==> config.mk <==
export PLATFORM = sky130hd
export DESIGN_NAME = fetch_sequencer
export DESIGN_NICKNAME = d
export VERILOG_FILES = /design/src/rtl/fetch_sequencer.sv
export SDC_FILE = /design/constraint.sdc
export NUM_CORES = 1
export LEC_CHECK = 0
export CAP_MARGIN = 20
export CORE_MARGIN = 2
export CORE_UTILIZATION = 50
export DETAILED_ROUTE_END_ITERATION = 8
export PLACE_DENSITY = 0.79
export SLEW_MARGIN = 40
export SYNTH_ARGS = -nofsm -noshare
export SYNTH_HDL_FRONTEND = slang
export SYNTH_SLANG_ARGS = --single-unit
==> constraint.sdc <==
create_clock -name clk -period 2.7 [get_ports clk]
set_input_delay 0.81 -clock clk [delete_from_list [all_inputs] [get_ports clk]]
set_output_delay 0.81 -clock clk [all_outputs]
set_load 0.05 [all_outputs]
==> src/rtl/fetch_sequencer.sv <==
// Instruction fetch sequencer: owns the PC, issues four byte reads per word,
// assembles them big-endian and hands the word to decode over valid/ready.
//
// state   | meaning
// S_ISSUE | byte reads at pc+cnt, cnt 0..3
// S_DRAIN | no read; last byte lands, word moves to the output register
// S_PRESENT | inst_valid high, waiting for inst_ready
// S_FAULT | illegal PC seen; waits for a legal redirect
module fetch_sequencer #(
  parameter int          MEM_BYTES = 400,
  parameter int          ADDR_W    = 9,
  parameter logic [31:0] RESET_PC  = 32'd0
) (
  input  logic              clk,
  input  logic              reset,
  output logic              mem_re,
  output logic [ADDR_W-1:0] mem_addr,
  input  logic [7:0]        mem_rdata,
  input  logic              redirect,
  input  logic [31:0]       redirect_pc,
  output logic              inst_valid,
  input  logic              inst_ready,
  output logic [31:0]       inst,
  output logic [31:0]       inst_pc,
  output logic [31:0]       pc_plus4,
  output logic              fault
);

  typedef enum logic [1:0] {S_ISSUE, S_DRAIN, S_PRESENT, S_FAULT} state_t;

  localparam logic [31:0] LAST_PC = 32'(MEM_BYTES - 4);

  state_t          state_q, state_d;
  logic [1:0]      cnt_q, cnt_d;
  logic [31:0]     pc_q, pc_d;
  logic [3:0][7:0] asm_q, asm_d;
  logic            rd_pend_q, rd_pend_d;
  logic [1:0]      rd_slot_q, rd_slot_d;
  logic [31:0]     inst_q, inst_d;
  logic [31:0]     inst_pc_q, inst_pc_d;
  logic            inst_valid_q, inst_valid_d;
  logic            fault_q, fault_d;
  logic [31:0]     pc_next4;

  function automatic logic pc_legal(input logic [31:0] p);
    return (p[1:0] == 2'b00) && (p <= LAST_PC);
  endfunction

  assign pc_next4 = pc_q + 32'd4;

  always_comb begin
    state_d      = state_q;
    cnt_d        = cnt_q;
    pc_d         = pc_q;
    asm_d        = asm_q;
    rd_pend_d    = 1'b0;
    rd_slot_d    = rd_slot_q;
    inst_d       = inst_q;
    inst_pc_d    = inst_pc_q;
    inst_valid_d = inst_valid_q;
    fault_d      = fault_q;

    // Slot 0 is the most significant byte (big-endian assembly).
    if (rd_pend_q && !redirect) begin
      asm_d[2'd3 - rd_slot_q] = mem_rdata;
    end

    unique case (state_q)
      S_ISSUE: begin
        rd_pend_d = 1'b1;
        rd_slot_d = cnt_q;
        cnt_d     = cnt_q + 2'd1;
        if (cnt_q == 2'd3) begin
          state_d = S_DRAIN;
        end
      end
      S_DRAIN: begin
        inst_d       = asm_d;
        inst_pc_d    = pc_q;
        inst_valid_d = 1'b1;
        state_d      = S_PRESENT;
      end
      S_PRESENT: begin
        if (inst_ready) begin
          inst_valid_d = 1'b0;
          pc_d         = pc_next4;
          cnt_d        = 2'd0;
          if (pc_legal(pc_next4)) begin
            state_d = S_ISSUE;
          end else begin
            state_d = S_FAULT;
            fault_d = 1'b1;
          end
        end
      end
      S_FAULT: begin
        fault_d = 1'b1;
      end
      default: begin
        state_d = S_ISSUE;
      end
    endcase

    // Redirect wins over every normal transition and drops any partial word.
    if (redirect) begin
      pc_d         = redirect_pc;
      cnt_d        = 2'd0;
      rd_pend_d    = 1'b0;
      inst_valid_d = 1'b0;
      if (pc_legal(redirect_pc)) begin
        state_d = S_ISSUE;
        fault_d = 1'b0;
      end else begin
        state_d = S_FAULT;
        fault_d = 1'b1;
      end
    end
  end

  always_ff @(posedge clk) begin
    if (reset) begin
      state_q      <= S_ISSUE;
      cnt_q        <= 2'd0;
      pc_q         <= RESET_PC;
      asm_q        <= '0;
      rd_pend_q    <= 1'b0;
      rd_slot_q    <= 2'd0;
      inst_q       <= 32'd0;
      inst_pc_q    <= 32'd0;
      inst_valid_q <= 1'b0;
      fault_q      <= 1'b0;
    end else begin
      state_q      <= state_d;
      cnt_q        <= cnt_d;
      pc_q         <= pc_d;
      asm_q        <= asm_d;
      rd_pend_q    <= rd_pend_d;
      rd_slot_q    <= rd_slot_d;
      inst_q       <= inst_d;
      inst_pc_q    <= inst_pc_d;
      inst_valid_q <= inst_valid_d;
      fault_q      <= fault_d;
    end
  end

  assign mem_re     = (state_q == S_ISSUE) && !reset;
  assign mem_addr   = pc_q[ADDR_W-1:0] + ADDR_W'(cnt_q);
  assign inst_valid = inst_valid_q;
  assign inst       = inst_q;
  assign inst_pc    = inst_pc_q;
  assign pc_plus4   = inst_pc_q + 32'd4;
  assign fault      = fault_q;

endmodule

# After elaboration in Yosys (flattened, before gate mapping)
# Index checks and enable logic that the tools add are counted.
[op_classes] n_shift=0 div_mod_pow=0 order_cmp=4 multipliers=0 n_addsub=5 bitwise_logic=0 n_mux=23 reduce_logical=22 n_eq_ne=8
[ops] cell="$mux 32" n=4
[ops] cell="$add 32x3->32 const B" n=2
[ops] cell="$le 32x9->1 const B" n=2
[ops] cell="$bwmux 32" n=1
[ops] cell="$demux 8 s2" n=1
[ops] cell="$mux 2" n=6
[ops] cell="$add 9x2->9" n=1
[ops] cell="$ne 3x3->1 const B" n=3
[ops] cell="$mux 8" n=1
[ops] cell="$reduce_bool 2->1" n=4
[ops] cell="$eq 2x2->1 const B" n=3
[ops] cell="$logic_not 2->1" n=3
[ops] cell="$mux 1" n=6
[ops] cell="$pmux 2 s3" n=1
[ops] cell="$reduce_and 2->1" n=3
[ops] cell="$reduce_and 3->1" n=2
[ops] cell="$logic_and 1x1->1" n=5
[ops] cell="$pmux 1 s2" n=2
[ops] cell="$pmux 2 s2" n=1
[ops] cell="$reduce_bool 4->1" n=1
[ops] cell="$lt 2x3->1 const B" n=1
[ops] cell="$reduce_bool 3->1" n=1
[ops] cell="$add 2x1->2 const B" n=1
[ops] cell="$eq 2x1->1 const B" n=1
[ops] cell="5 further kinds" n=6
[word_totals] reg_bits=137 out_inout_bits=108 memories=0 latchBits=0 rom_bits=0 ram_bits=0

# Longest topological paths before layout
# Gate-level depths: netlist of run 1.
[depth] ltp_word=7 depth_mapped=10 ltp_nobuf=9

# Worst setup path after synthesis of run 1
# OpenSTA, ideal clock, no wires.
[synth_path] path_type="reg2out" from="register inst_pc_q[4] (netlist: inst_pc[4])" to="output port pc_plus4[31]" path_stages_with_launch=8 path_buffers=0 required_time_ns=1.890 setup_slack_ns=-0.970 t_arrival_ns=2.860 cell_sequence="dfxtp_1 -> nand3_1 -> nor3_1 -> and2_1 -> nand4_1 -> nor2_1 -> nand4_1 -> xnor2_1"
[synth_between] elab_chain_cells=1
[synth_lines] item="start: declaration" line="40" source="logic [31:0] inst_pc_q, inst_pc_d;"
[synth_lines] item="start signal: assignment" line="140" source="inst_pc_q <= inst_pc_d;"
[synth_lines] item="$add 32x3->32" line="151" source="assign pc_plus4 = inst_pc_q + 32'd4;"
[synth_lines] item="end: declaration" line="25" source="output logic [31:0] pc_plus4,"
# Every way passes these cells.

# Worst setup path in the final report of run 1
[layout_path] from="register inst_pc_q[3] (netlist: inst_pc[3])" to="output port pc_plus4[24]"
# Same word-level chain as after synthesis.

==> flow_summary.json, run 1 <==
{
  "status": "finished with violations",
  "failed_checks": "setup timing",
  "postCtsHoldBufs": 0,
  "area_growth_pct": 53.5,
  "synth_cells": 807,
  "start_util_pct": 51.7,
  "avgRoutedWirePerCell_um": 17.9,
  "antenna_found_initial": 1,
  "dieArea_um2": 14800,
  "cts_buffers": 17,
  "first_global_vias": 6422,
  "synth_top_area_cell": "dfxtp_1",
  "dp_hpwl_um": 13800,
  "synth.cell_area_um2": 6900,
  "drcViolationCount": 0,
  "via_per_inst": 5.61,
  "ys_seq_area_share_pct": 39.8,
  "power_w": 0.00615,
  "root_buffer": "clkbuf_16",
  "fin_crit_sh_pct": 118,
  "crit_fanout": 5,
  "power.density_nw_per_um2": 581,
  "syn_nets": 862,
  "core_um2": 13300,
  "synth.top_cell.area_share_pct": 39.8,
  "rsz0062_at_grt": "yes",
  "start_kind": "flop",
  "yosys_warnings": 0,
  "synth_area_leaders": "dfxtp_1 40%, mux2i_1 11%, nor2_1 8.9%",
  "layout_setup_ws_ps": -497,
  "clk_latency_ps": 420,
  "grt_use_total_pct": 27.5,
  "cp.arrival_ps": 2390,
  "finalNonFillerCells": 1182,
  "p_leak_nw": 4.13,
  "vias": 6626,
  "ant_nets": 0,
  "die_y_um": 121,
  "path_class": "flop to output pin",
  "hold_viol": 0,
  "setup_violations": 17,
  "cts-htree-levels": 4,
  "die_w_um": 121,
  "io_buffers": 151,
  "yosys.cell_types.count": 58,
  "min_period_ps": 3200,
  "slew_headroom_pct": 47.8,
  "cts_tree": "yes",
  "fin_skew_ps": 8.67,
  "drive_gt1_share_pct": 25.0,
  "cts_sinks": 137,
  "ys_seq_elements": 137,
  "cp_data_required_time_ps": 1890,
  "gp_congestion": 0.908,
  "synth_edf_count": 0,
  "worst_pin_slew_ps": 783,
  "diodes": 0,
  "max_freq_mhz": 313,
  "firstDrtPassIters": 5,
  "hold_path_class": "flop to flop",
  "placedCellCount": 1138,
  "slew_violations": 0,
  "avgSynthCellArea_um2": 8.55,
  "preCtsSetupSlack_ps": -170,
  "vdd_drop_max_v": 0.000570,
  "clkTransAtPathRegs_ps": 60,
  "fin_nets": 1048,
  "boundaryPins": 152,
  "routed_wirelength_um": 21100,
  "grt_max_degree": 75,
  "grt_pass1_wl_um": 31900,
  "cts_buffer_depth": 2,
  "grt-ovfl-total": 0,
  "ys.flop_type": "dfxtp_1",
  "async_flop_share_pct": 0,
  "max_cap_viol_count": 0,
  "endpoint_kind": "output pin",
  "first_iter_violations": 521,
  "core.rowCount": 42
}
==> per-stage QoR <==
step | hold WS, ps | setup TNS (ps) | cell area (um^2) | util (%)
2_1_floorplan | 456 | -1100 | 7260 | -
3_3_place_gp | 469 | -430 | 9540 | 71.5
3_5_place_dp | 476 | -802 | 9540 | 71.5
4_1_cts | 488 | -5480 | 10400 | 77.8
5_1_grt | 506 | -6520 | 10600 | 79.4
6_report | 486 | -5240 | 10600 | 79.4
==> cell families after synthesis <==
family,count (synthesis),synth area share [%]
simple gates,338,23.4
flops,137,39.8
compound gates,101,10.4
buf+inv,77,4.84
mux,74,10.7
xor+xnor,69,8.76
fa+ha+maj,11,2.10
==> cell usage in the layout, fill, tap and decap left out, types with 3 or more instances in the layout <==
cell type and count:
xnor2_2 10, ha_4 4, nand4_1 19, and2_1 4, xor2_2 4, buf_6 6
clkbuf_16 19, buf_12 30, and3_1 9, xor2_4 5, dfxtp_1 115, a21oi_1 23
nor3_1 21, clkdlybuf4s50_1 112, or3_1 7, o21ai_0 10, nand2_1 39, dfxtp_4 14
nand2_4 5, nor2_1 149, nor2_4 12, a31oi_1 4, clkinv_2 4, buf_4 77
a311oi_1 4, ha_1 6, a211oi_1 40, nand2_2 3, and4_1 4, xnor2_1 20
nor4_1 12, nand3_1 23, xor2_1 21, inv_1 12, clkbuf_8 3, mux2i_1 74
dfxtp_2 8, xnor2_4 9
==> what timing repair did <==
item                       4_1_cts  5_1_grt
pin swaps                       18       27
gates resized for setup         36       48
setup endpoints to repair       24       28
buffers inserted                14        6
==> path summary, 6_finish.rpt <==
kind	cells after the start	from	end	slack, ps
max	9	inst_pc[3]	pc_plus4[24]	-500
min reg2reg	2	asm_q[9]	asm_q[9]	490
max reg2reg	7	pc_q[7]	fault	300
min	2	asm_q[9]	asm_q[9]	490
==> metal layers <==
layer  vias to the layer above  track usage, %  part of all wire (%)
li1                       3172               -                     -
met1                      3090            32.9                    39
met2                       306            47.5                    50
met3                        58            6.77                   8.2
met4                         0            10.5                   3.0
met5                         -               0                     0
==> report_power, final <==
group | leakage (nW) | internal, W | switching [W]
Sequential | 1.13 | 0.00215 | 0.000134
Clock | 0.294 | 0.00143 | 0.000876
Combinational | 2.70 | 0.000614 | 0.000945
==> cell usage after synthesis (all sizes together) (14+ instances only) <==
| library cell | count |
|---|---|
| nand3 | 27 |
| mux2i | 74 |
| inv | 14 |
| clkbuf | 35 |
| xor2 | 30 |
| nand4 | 22 |
| nor3 | 23 |
| nand2 | 47 |
| xnor2 | 39 |
| dfxtp | 137 |
| a211oi | 42 |
| nor2 | 163 |
| buf | 28 |
| a21oi | 23 |
==> worst max-delay path, stage by stage (launching register included) <==
cell and delay, ps:
dfxtp_4 370, ha_4 140, nand4_1 140, nor2_2 220, nand2_2 100, or3_4 340, buf_8 150, nor2_4 160
xor2_4 190, buf_12 160
==> final cells by class <==
cell class                 count  area [um^2]
timing repair buffer         230         2450
multi-input combinational    593         4470
inverter                      14         52.6
tap                          176          220
clock inverter                11          118
fill                         860         2760
clock buffer                  21          470
sequential                   137         2810
==> registers in the layout, summed over array words and instances, names as in the netlist <==
signal      cells
asm_q          32
rd_pend_q       1
inst_valid      1
inst_pc        32
pc_q           32
state_q         2
cnt_q           2
fault           1
rd_slot_q       2
inst           32
No activity file was read; power rests on OpenSTA's default activity.
==> run 2, diff against run 1 <==
Settings changed: CELL_PAD_IN_SITES_DETAIL_PLACEMENT from default to 1, CELL_PAD_IN_SITES_GLOBAL_PLACEMENT from default to 1, CORE_UTILIZATION 50 to 38, PLACE_DENSITY 0.79 to default, PLACE_DENSITY_LB_ADDON from default to 0.1.
==> run 2 against run 1 <==
Compared with the run above:
- the run still ends with setup timing left
- non-clock buffer count grew 12
- sequential share of layout area shrank 0.25 points
- critical path type unchanged
- power is essentially flat
- highest routed layer unchanged
- setup slack gained 74 ps
- final area grew 0.96%
- fmax grew 2.4%
- combinational power is essentially flat
==> flow_summary.json, run 2 (synthesis results as in run 1) <==
{
  "status": "finished with violations",
  "slew_headroom_pct": 55.6,
  "cts_sinks": 137,
  "core.rowCount": 49,
  "reg2reg_to": "fault",
  "ff2ff_setup_slack_ps": 230,
  "ant_nets": 0,
  "power_w": 0.00615,
  "grt_max_degree": 59,
  "core_um2": 17900,
  "first_iter_violations": 284,
  "p_leak_nw": 4.09,
  "slew_violations": 0,
  "io_buffers": 151,
  "die_y_um": 139,
  "cts_tree": "yes",
  "hold-path-endpoint": "inst[19]",
  "start_util_pct": 38.5,
  "clk_latency_ps": 430,
  "cts_buffers": 17,
  "cts-htree-levels": 4,
  "fin_util_pct": 59.7,
  "vdd_drop_max_v": 0.000486,
  "drcViolationCount": 0,
  "worst_pin_slew_ps": 666,
  "min_period_ps": 3120,
  "boundaryPins": 152,
  "start_kind": "flop",
  "via_per_inst": 5.30,
  "drive_gt1_share_pct": 26.0,
  "path_class": "flop to output pin",
  "die_w_um": 139,
  "cp_cell_sequence": "and3_4 -> and3_4 -> and2_4 -> nand4_1 -> nor2_4 -> nand4_1 -> xnor2_4 -> buf_12",
  "max_cap_viol_count": 0,
  "firstDrtPassIters": 4,
  "fin_nets": 1060,
  "hold_viol": 0,
  "rr_startpoint": "pc_q[6]",
  "root_buffer": "clkbuf_16",
  "critPathBufInv": 1,
  "placedCellCount": 1207,
  "grt_use_total_pct": 23.8,
  "hold_path_class": "flop to flop",
  "cp_top_family": "simple AND/OR/NAND/NOR gates",
  "setup_violations": 17,
  "rsz0062_at_grt": "yes",
  "max_freq_mhz": 320,
  "endpoint_kind": "output pin",
  "first_global_vias": 6892,
  "cp.arrival_ps": 2310,
  "area_growth_pct": 55.0,
  "slowest_delay_ps": 340,
  "crit_fanout": 3,
  "grt_pass1_wl_um": 36900,
  "failed_checks": "setup timing",
  "slowest_stage": "dfxtp_4",
  "vias": 6607,
  "cts_buffer_depth": 2,
  "diodes": 0,
  "layout_common_cells": "150 x nor2_1, 113 x dfxtp_1, 112 x clkdlybuf4s50_1",
  "grt-ovfl-total": 0,
  "whs_path_depth": 2,
  "antenna_found_initial": 0,
  "clkTransAtPathRegs_ps": 60,
  "gp_congestion": 0.874,
  "dieArea_um2": 19200,
  "ff2ff_path_depth": 8,
  "power.density_nw_per_um2": 575,
  "hp-start": "inst[19]",
  "finalNonFillerCells": 1246,
  "fin_crit_sh_pct": 116,
  "avgRoutedWirePerCell_um": 18.4,
  "cp_data_required_time_ps": 1890,
  "dp_hpwl_um": 16500,
  "fin_skew_ps": 10.2,
  "routed_wirelength_um": 22900,
  "final_common_cell": "nor2_1",
  "layout_setup_ws_ps": -423
}
==> run 2: metrics by stage <==
step / worst slack [ps] / hold WS, ps / area, um^2 / setup TNS [ps]
4_1_cts: -448 / 490 / 10600 / -4970
3_3_place_gp: -107 / 468 / 9700 / -287
2_1_floorplan: -197 / 456 / 7260 / -1100
6_report: -423 / 489 / 10700 / -4820
5_1_grt: -538 / 510 / 10700 / -6620
3_5_place_dp: -234 / 482 / 9750 / -737
==> run 2: layout make-up <==
type                    instances  area (um^2)
multi-input cells             593         4440
fillers                      1970         7210
flip-flops and latches        137         2810
inverters                      14         52.6
clock inverters                12          114
well taps                     229          287
clock buffers                  19          454
repair buffers                242         2540
==> run 2: how the worst max path moves through the flow <==
stage	startpoint	endpoint	slack (ps)	depth (start not counted)
floorplan	inst_pc[4]	pc_plus4[31]	-200	7
global placement	redirect_pc[10]	state_q[0]	-110	9
detailed placement	redirect_pc[17]	state_q[0]	-230	9
CTS	inst_pc[2]	pc_plus4[30]	-450	10
global route	inst_pc[7]	pc_plus4[31]	-540	9
finish	inst_pc[13]	pc_plus4[31]	-420	8
==> run 2: per-layer routing <==
metal	part of all wire (%)	up-vias	track usage, %
met4	1.9	0	7.44
met5	0	-	0
met1	46	3240	31.4
met2	48	142	40.3
li1	-	3195	-
met3	3.2	30	3.69
==> run 2: tightest hold or removal path: cells and delay by family, from the launching register on <==
family / cells / cell delay, ps
DFF: 1 / 310
and+or+nand+nor: 1 / 80
AOI/OAI and AO/OA: 1 / 50
==> run 2: what timing repair did <==
action / in CTS / in global routing
setup buffers: 8 / 3
hold buffers: 0 / 0
pin swaps: 20 / 15
gates resized for setup: 47 / 27
endpoints found under the setup margin: 25 / 27
==> run 2: where the power goes <==
part	total [W]	internal (W)	switching, W
Sequential	0.00229	0.00215	0.000139
Combinational	0.00158	0.000620	0.000956
Clock	0.00228	0.00133	0.000957
Total	0.00615	0.00410	0.00205
==> run 3, diff against run 2 <==
Settings changed: REMOVE_ABC_BUFFERS from default to 1.
==> run 3 against run 2 <==
Compared with the run above:
- the run still ends with setup timing left
- via count increased by 1.2%
- fmax fell by 0.92%
- worst hold slack lost 3.6 ps
- final cell count is 0.40% higher
- setup slack got worse by 29 ps
- core utilization decreased by 0.13 points
- critical endpoint is now pc_plus4[28]
- largest cell class unchanged
- highest routed layer unchanged
==> flow_summary.json, run 3 (synthesis results as in run 1) <==
{
  "status": "finished with violations",
  "failed_checks": "setup timing",
  "whs_path_depth": 2,
  "p_seq_share_pct": 36.7,
  "dieArea_um2": 19200,
  "cts-htree-levels": 4,
  "endpoint_kind": "output pin",
  "drcViolationCount": 0,
  "ant_nets": 0,
  "die_y_um": 139,
  "io_buffers": 151,
  "timing.setup.tns_ps": -4840,
  "post_dp_cell_area_um2": 9390,
  "drive_gt1_share_pct": 25.3,
  "dp_hpwl_um": 16400,
  "reg2reg_to": "state_q[1]",
  "clkPwrFrac_pct": 37.8,
  "ff2ff_setup_slack_ps": 250,
  "vias": 6689,
  "min_period_ps": 3150,
  "clkTransAtPathRegs_ps": 70,
  "postCtsHoldBufs": 0,
  "cts_buffer_depth": 2,
  "layout_setup_ws_ps": -452,
  "vdd_drop_max_v": 0.000396,
  "gp_congestion": 0.815,
  "fin_area_um2": 10700,
  "boundaryPins": 152,
  "slew_violations": 0,
  "cts_buffers": 17,
  "crit_fanout": 5,
  "p_leak_nw": 4.13,
  "fin_nets": 1065,
  "start_util_pct": 38.5,
  "fin_skew_ps": 10.9,
  "power.density_nw_per_um2": 587,
  "grt_max_degree": 121,
  "cp_data_required_time_ps": 1890,
  "max_cap_viol_count": 0,
  "switching_share_pct": 33.4,
  "layout_common_cells": "152 x nor2_1, 121 x dfxtp_1, 109 x clkdlybuf4s50_1",
  "switchingPower_w": 0.00209,
  "root_buffer": "clkbuf_16",
  "routed_wirelength_um": 24100,
  "cts_tree": "yes",
  "core_um2": 17900,
  "area_growth_pct": 54.7,
  "path_class": "flop to output pin",
  "diodes": 0,
  "power_w": 0.00626,
  "ff2ff_path_depth": 7,
  "rsz0062_at_grt": "yes",
  "hold-path-endpoint": "inst[12]",
  "first_iter_violations": 313,
  "setup_violations": 17,
  "preCtsSetupSlack_ps": -369,
  "hold_path_class": "flop to flop",
  "grt_pass1_wl_um": 38400,
  "worst_pin_slew_ps": 607,
  "hp-start": "inst[12]",
  "via_per_inst": 5.35,
  "max_freq_mhz": 317,
  "rr_startpoint": "pc_q[6]",
  "clk_latency_ps": 430,
  "comb_power_share_pct": 25.4,
  "final_common_cell": "nor2_1",
  "fin_crit_sh_pct": 117,
  "start_kind": "flop",
  "die_w_um": 139,
  "grt_use_total_pct": 24.8,
  "avgRoutedWirePerCell_um": 19.3,
  "cts_sinks": 137,
  "firstDrtPassIters": 4,
  "first_global_vias": 7260,
  "antenna_found_initial": 0,
  "core.rowCount": 49,
  "hold_viol": 0,
  "slew_headroom_pct": 59.1,
  "power.internal_w": 0.00417,
  "cp.arrival_ps": 2340,
  "fin_util_pct": 59.6,
  "grt-ovfl-total": 0
}
==> run 3: layout make-up <==
cell class	instances	area (um^2)
inverter	14	52.6
clock inverter	14	164
clock buffer	17	425
multi-input combinational	593	4330
sequential	137	2770
fill	1993	7230
tap	229	287
timing repair buffer	247	2650
==> run 3: worst max-delay path by stage <==
stage	start	end	slack (ps)	depth (start not counted)
after global routing	inst_pc[2]	pc_plus4[28]	-570	8
final	inst_pc[3]	pc_plus4[28]	-450	8
after detailed placement	inst_pc[3]	pc_plus4[28]	-370	8
after CTS	inst_pc[2]	pc_plus4[24]	-460	8
after floorplan	inst_pc[4]	pc_plus4[31]	-970	7
after global placement	inst_pc[2]	pc_plus4[28]	-180	8
==> run 3: metal layers <==
layer | up-vias | track usage, % | share of wire [%]
li1 | 3206 | - | -
met1 | 3300 | 28.7 | 41
met2 | 144 | 46.0 | 53
met3 | 39 | 4.73 | 4.0
met4 | 0 | 7.87 | 2.3
met5 | - | 0 | 0
==> run 3: repair_timing <==
item,4_1_cts,5_1_grt
resized for setup,83,40
setup endpoints to repair,29,26
pin swaps,18,23
setup buffers,11,10
==> run 3: worst max-delay path, stage by stage (launching register included) <==
cell and delay (ps):
dfxtp_2 370, ha_4 140, nand4_1 170, nor2_4 150, nand2_2 100, or3_4 460
nor2_4 140, xor2_2 220, buf_12 170
==> run 3: power by group through the flow <==
stage	clock network (W)	registers, W	logic, W
2_1_floorplan	0	0.00264	0.000575
3_3_place_gp	0	0.00232	0.00152
3_5_place_dp	0	0.00233	0.00155
4_1_cts	0.00242	0.00229	0.00160
5_1_grt	0.00251	0.00232	0.00169
6_report	0.00237	0.00230	0.00159
==> run 3: stage by stage <==
stage | cells | hold WS, ps
finish | 1251 | 485
global route | 1251 | 509
CTS | 1242 | 494
detailed placement | 1201 | 480
global placement | 1201 | 469
floorplan | 744 | 456
